[src/rtl/go_debouncer.sv]
// Push-button conditioner: synchroniser plus a four-state stability filter.
// go_clean changes only after the synchronised input holds a new level long enough.
module go_debouncer #(
  parameter int SYNC_STAGES   = 2,
  parameter int STABLE_CYCLES = 4
) (
  input  logic clk,
  input  logic rst_n,
  input  logic go_raw,
  output logic go_clean,
  output logic busy
);

  localparam int CNT_W = $clog2(STABLE_CYCLES) + 1;
  localparam logic [CNT_W-1:0] CNT_LAST = CNT_W'(STABLE_CYCLES - 1);
  localparam logic [CNT_W-1:0] CNT_ONE  = CNT_W'(1);

  generate
    if (SYNC_STAGES < 2) begin : g_bad_sync
      $error("go_debouncer: SYNC_STAGES must be >= 2");
    end
    if (STABLE_CYCLES < 2) begin : g_bad_stable
      $error("go_debouncer: STABLE_CYCLES must be >= 2");
    end
  endgenerate

  // Encoding puts go_clean in bit 1 and busy in bit 0, so outputs are flop bits.
  typedef enum logic [1:0] {
    LOW       = 2'b00,
    RISE_WAIT = 2'b01,
    HIGH      = 2'b10,
    FALL_WAIT = 2'b11
  } state_t;

  state_t                 state;
  state_t                 state_n;
  logic [CNT_W-1:0]       cnt;
  logic [CNT_W-1:0]       cnt_n;
  logic [SYNC_STAGES-1:0] sync;
  logic                   go_s;

  always_ff @(posedge clk or negedge rst_n) begin
    if (!rst_n) begin
      sync <= '0;
    end else begin
      sync <= {sync[SYNC_STAGES-2:0], go_raw};
    end
  end

  assign go_s = sync[SYNC_STAGES-1];

  always_ff @(posedge clk or negedge rst_n) begin
    if (!rst_n) begin
      state <= LOW;
      cnt   <= '0;
    end else begin
      state <= state_n;
      cnt   <= cnt_n;
    end
  end

  always_comb begin
    state_n = state;
    cnt_n   = cnt;
    unique case (state)
      LOW: begin
        if (go_s) begin
          state_n = RISE_WAIT;
          cnt_n   = CNT_ONE;
        end
      end
      RISE_WAIT: begin
        if (!go_s) begin
          state_n = LOW;
          cnt_n   = '0;
        end else if (cnt == CNT_LAST) begin
          state_n = HIGH;
          cnt_n   = '0;
        end else begin
          cnt_n = cnt + CNT_ONE;
        end
      end
      HIGH: begin
        if (!go_s) begin
          state_n = FALL_WAIT;
          cnt_n   = CNT_ONE;
        end
      end
      FALL_WAIT: begin
        if (go_s) begin
          state_n = HIGH;
          cnt_n   = '0;
        end else if (cnt == CNT_LAST) begin
          state_n = LOW;
          cnt_n   = '0;
        end else begin
          cnt_n = cnt + CNT_ONE;
        end
      end
      default: begin
        state_n = LOW;
        cnt_n   = '0;
      end
    endcase
  end

  assign go_clean = state[1];
  assign busy     = state[0];

endmodule

[config.mk]
export PLATFORM = sky130hd
export DESIGN_NAME = go_debouncer
export DESIGN_NICKNAME = d
export VERILOG_FILES = /design/src/rtl/go_debouncer.sv
export SDC_FILE = /design/constraint.sdc
export NUM_CORES = 1
export LEC_CHECK = 0
export ABC_AREA = 1
export BUFFER_PORTS_ARGS = -buffer_cell sky130_fd_sc_hd__buf_4
export CAP_MARGIN = 10
export CORE_AREA = 3 3 40 42
export CTS_CLUSTER_DIAMETER = 200
export DETAILED_ROUTE_END_ITERATION = 12
export DIE_AREA = 0 0 43 45
export GPL_ROUTABILITY_DRIVEN = 0
export PLACE_DENSITY = 0.48
export SLEW_MARGIN = 10
export SYNTH_ARGS = -nofsm -noshare
export SYNTH_HDL_FRONTEND = slang
export SYNTH_SLANG_ARGS = --single-unit
[constraint.sdc]
create_clock -name clk -period 1.1 [get_ports clk]
set_input_delay 0.11 -clock clk [delete_from_list [all_inputs] [get_ports clk]]
set_output_delay 0.11 -clock clk [all_outputs]
set_load 0.1 [all_outputs]
=== After elaboration in Yosys (flattened, before gate mapping) ===
Cells that the tools add are included.

* $add $sub $neg: 1
* Multipliers: 0
* Div/mod/pow operators: 0
* Magnitude comparators: 0
* Eq/ne operators: 8
* Shifts and indexed selects: 0
* Multiplexer cells: 13
* Bitwise gates (word level): 0
* Reduce and logical (&&, ||, !) cells: 3

{| class="wikitable"
|+ Operators with widths
! operator !! number
|-
| 3-bit 2-to-1 mux || 5
|-
| 2-bit 2-to-1 mux || 6
|-
| 3-bit case mux with 4 select lines || 1
|-
| 2-bit case mux with 4 select lines || 1
|-
| 3-bit != test, second input constant || 2
|-
| 2-bit equality test, second input constant || 2
|-
| 2-bit != test, second input constant || 2
|-
| 4-bit AND reduction || 1
|-
| 3-bit by 1-bit adder with 3-bit output, second input constant || 1
|-
| 3-bit by 2-bit equality test with 1-bit output, second input constant || 1
|-
| 2-bit by 1-bit equality test with 1-bit output, second input constant || 1
|-
| 2-bit logical NOT || 1
|-
| 2-bit AND reduction || 1
|}

* Register bits: 7
* Latch bits: 0
* Memory bits (writable): 0
* Bits in read-only memories: 0
* Bits of input ports: 3
* Output and inout port bits: 2
* Logic and storage cells: 28
* Memories kept: 0

=== Longest topological paths before layout ===
* Depth in word-level cells: 4
* Mapped depth: 6
* Depth with buffers taken out: 6

=== Worst setup path after synthesis ===
Ideal clock, no wire load.

* Kind: register -> register
* Start: register (tool-made name)
* End: register cnt[0]
* Library setup time: 0.114 ns
* Arrival time: 1.395 ns
* Setup slack: -0.408 ns
* Stages on the path, launching flop included: 6
* Buffers on the path: 0
* Clock period less this slack: 1.508 ns
* Cells stage by stage: dfrtp_1 nand2_1 nand2_2 nand2_1 nand2_1 inv_1

{| class="wikitable"
|+ RTL lines
! what !! line !! RTL
|-
| to (signal assigned) || 58 || <nowiki>cnt <= cnt_n;</nowiki>
|-
| to (decl) || 37 || <nowiki>logic [CNT_W-1:0] cnt;</nowiki>
|}

=== Worst setup path in the final report ===
* Start: register state[0]
* End: output busy

{| class="wikitable"
|+ RTL lines
! what !! line !! RTL
|-
| from (decl) || 35 || <nowiki>state_t state;</nowiki>
|-
| from (signal assigned) || 57 || <nowiki>state <= state_n;</nowiki>
|-
| to (decl) || 11 || <nowiki>output logic busy</nowiki>
|}

No word-level cell between the ends.

==> flow_summary.toml <==
[outcome]
status = "complete, no violations"

[floorplanning]
ios = 5
die_w_um = 43
rows = 13
die_y_um = 45
die-area_um2 = 1940
fp.coreArea_um2 = 1280
initial_core_util_pct = 25.5

[timing]
setup_viol = 0
max_freq_ghz = 0.943
final.setup.tns_ns = 0
rsz0062_at_grt = "no"
final.setup_skew_ns = 0.00310
slew_headroom_pct = 86.6
slew_violations = 0
fin_crit_ns = 1.06
final-hold-violation-count = 0
tightest_slew_ns = 0.201
fin_crit_sh_pct = 96.4

[job]
cap_violations = 0

[critical_path]
critPathLaunchType = "register"
cp_num_buf_inv = 1
crit_path_end_kind = "output port"
rrSetupSlack_ns = 0.10
startpoint = "state[0]$_DFFE_PN0P_"
path_delay_family = "flip-flops"
slowest_delay_ns = 0.50
r2r-start = "cnt[0]$_DFFE_PN0P_"
cp_cell_sequence = "buf_6"
cp.arrival_ns = 0.95
critPathSlowestCell = "dfrtp_4"
critPathMaxFanout = 5
path_class = "register to output port"
crit_required_ns = 0.99

[route]
avgViaCountPerCell = 4.10
detail-route-antenna-nets = 0
drc_errors = 0
drt_first_pass_iters = 2
first_iter_violations = 6
drt_wl_total_um = 572
vias = 254
wl_per_cell_um = 9.23

[synth]
synth_top_family_by_area = "simple AND/OR/NAND/NOR gates"
synthFlopType = "dfrtp_1"
syn_area_per_cell_um2 = 8.86
yosys.area.top_type_share_pct = 53.4
synth_mux_area_share_pct = 0
synth-edff-count = 0
synth.most_common_cell = "nand2_1"
async_reset_ff_share_pct = 100
synth.largest_area_cell = "dfrtp_1"
syn-cell-area_um2 = 328
synth_xor_area_share_pct = 0
syn_nets = 41
synth.ff_latch_count = 7
synth_compound_area_share_pct = 4.20
netlist_top_cells_area = "dfrtp_1, nand2_1, nand3_1"
synthTopCellsByCount = "nand2_1, dfrtp_1, nand3_1"
synth-adder-area-share_pct = 3.82
ys_seq_area_share_pct = 53.4
yosys.area_share.simple_pct = 31.7
netlist-cell-type-count = 12
postSynthCellCount = 37
ys_warn_count = 0

[layout]
nFillCells = 144
final_area_um2 = 445
register_area_um2 = 183
antennaDiodeCount = 0
multi_input_area_um2 = 133
final_nets = 52
drive_above_1_share_pct = 38.3
area_growth_pct = 35.9

[clock_tree]
clk_pin_slew_ns = 0.06
clock_sinks = 7
htreeDepth = 1
clockBufferDepth = 2
cts_tree = "done"
cts_root_buf = "clkbuf_4"
clk-insertion-delay-late_ns = 0.25
cts_made_buffers = 3

[global_route]
grt_max_degree = 8
track_usage_pct = 8.38
grt_pass1_wl_um = 1080
grt-ovfl-total = 0
antenna_found_initial = 0
grt_pass1_vias = 256

[placement]
place_area_um2 = 384
port_buffers = 4
dp.final_hpwl_um = 433

[pwr]
power_density_nw_per_um2 = 2860
intPower_uw = 668
switchingPower_uw = 604
swShare_pct = 47.5
power.share.clock_pct = 18.5
seqPwrFrac_pct = 33.2
ir_worst_vdd_mv = 1.22
p_leak_nw = 0.218
power_frac_comb_pct = 48.3

[hold_path]
hold_path_class = "primary input to asynchronous set/reset pin"
routing by layer:
metal  GRT usage (%)  vias to the layer above  part of all wire [%]
met1            8.85                      110                    47
li1                -                      136                     -
met2            12.0                        6                    43
met4            3.61                        0                   1.9
met5               0                        -                     0
met3            7.17                        2                   8.0
power by group through the flow:
stage          Clock [mW]  Sequential, mW  Combinational, mW
5_1_grt             0.271           0.436              0.677
3_5_place_dp            0           0.420              0.582
6_report            0.236           0.423              0.614
3_3_place_gp            0           0.421              0.578
2_1_floorplan           0           0.648              0.236
4_1_cts             0.254           0.423              0.610
area by class of cell:
type,instances,share of cell area (%)
Clock buffer,3,5.06
Clock inverter,1,1.12
Inverter,6,5.06
Multi-Input combinational cell,24,29.8
Sequential cell,7,41.0
Tap cell,15,4.21
Timing Repair Buffer,6,13.8
cells by family after synthesis:
group                      after synthesis
adders and majority gates                1
DFF                                      7
and+or+nand+nor                         21
buffers and inverters                    6
AOI/OAI and AO/OA                        2
timing repair:
item / 4_1_cts / 5_1_grt
endpoints found under the hold margin: 8 / 0
hold buffers: 2 / 0
setup buffers: 0 / 0
endpoints found under the setup margin: 2 / 2
gates resized for setup: 2 / 2
metrics by stage:
stage | std cells | worst slack (ns) | hold slack [ns] | utilization [%] | total power [mW]
4_1_cts | 62 | 0.0188 | 0.197 | 34.2 | 1.29
2_1_floorplan | 37 | 0.0258 | -0.186 | - | 0.884
6_report | 62 | 0.0391 | 0.201 | 34.7 | 1.27
3_3_place_gp | 56 | 0.125 | -0.0713 | 29.9 | 0.999
3_5_place_dp | 56 | 0.0906 | -0.0704 | 29.9 | 1.00
5_1_grt | 62 | 0.000548 | 0.192 | 34.7 | 1.38
final timing paths:
| kind | to | depth (start not counted) |
|---|---|---|
| worst max-delay path | busy | 1 |
| worst min-delay path | asynchronous set/reset pin | 2 |
| worst max register to register | cnt[1]$_DFFE_PN0P_ | 4 |
| worst min register to register | sync[1]$_DFF_PN0_ | 0 |
| max in group asynchronous | state[0]$_DFFE_PN0P_ | 2 |
| min in group clk | sync[1]$_DFF_PN0_ | 0 |
cell usage in the layout (no fill, tap or decap), drive strengths merged:
cell type and n:
clkinv 1, inv 6, buf 4, o21ai 2
clkbuf 3, dfrtp 7, nand3b 1, nand3 5
ha 1, dlygate4sd3 2, nor2 4, nand2 11
Power figures use the tool's default switching activity.
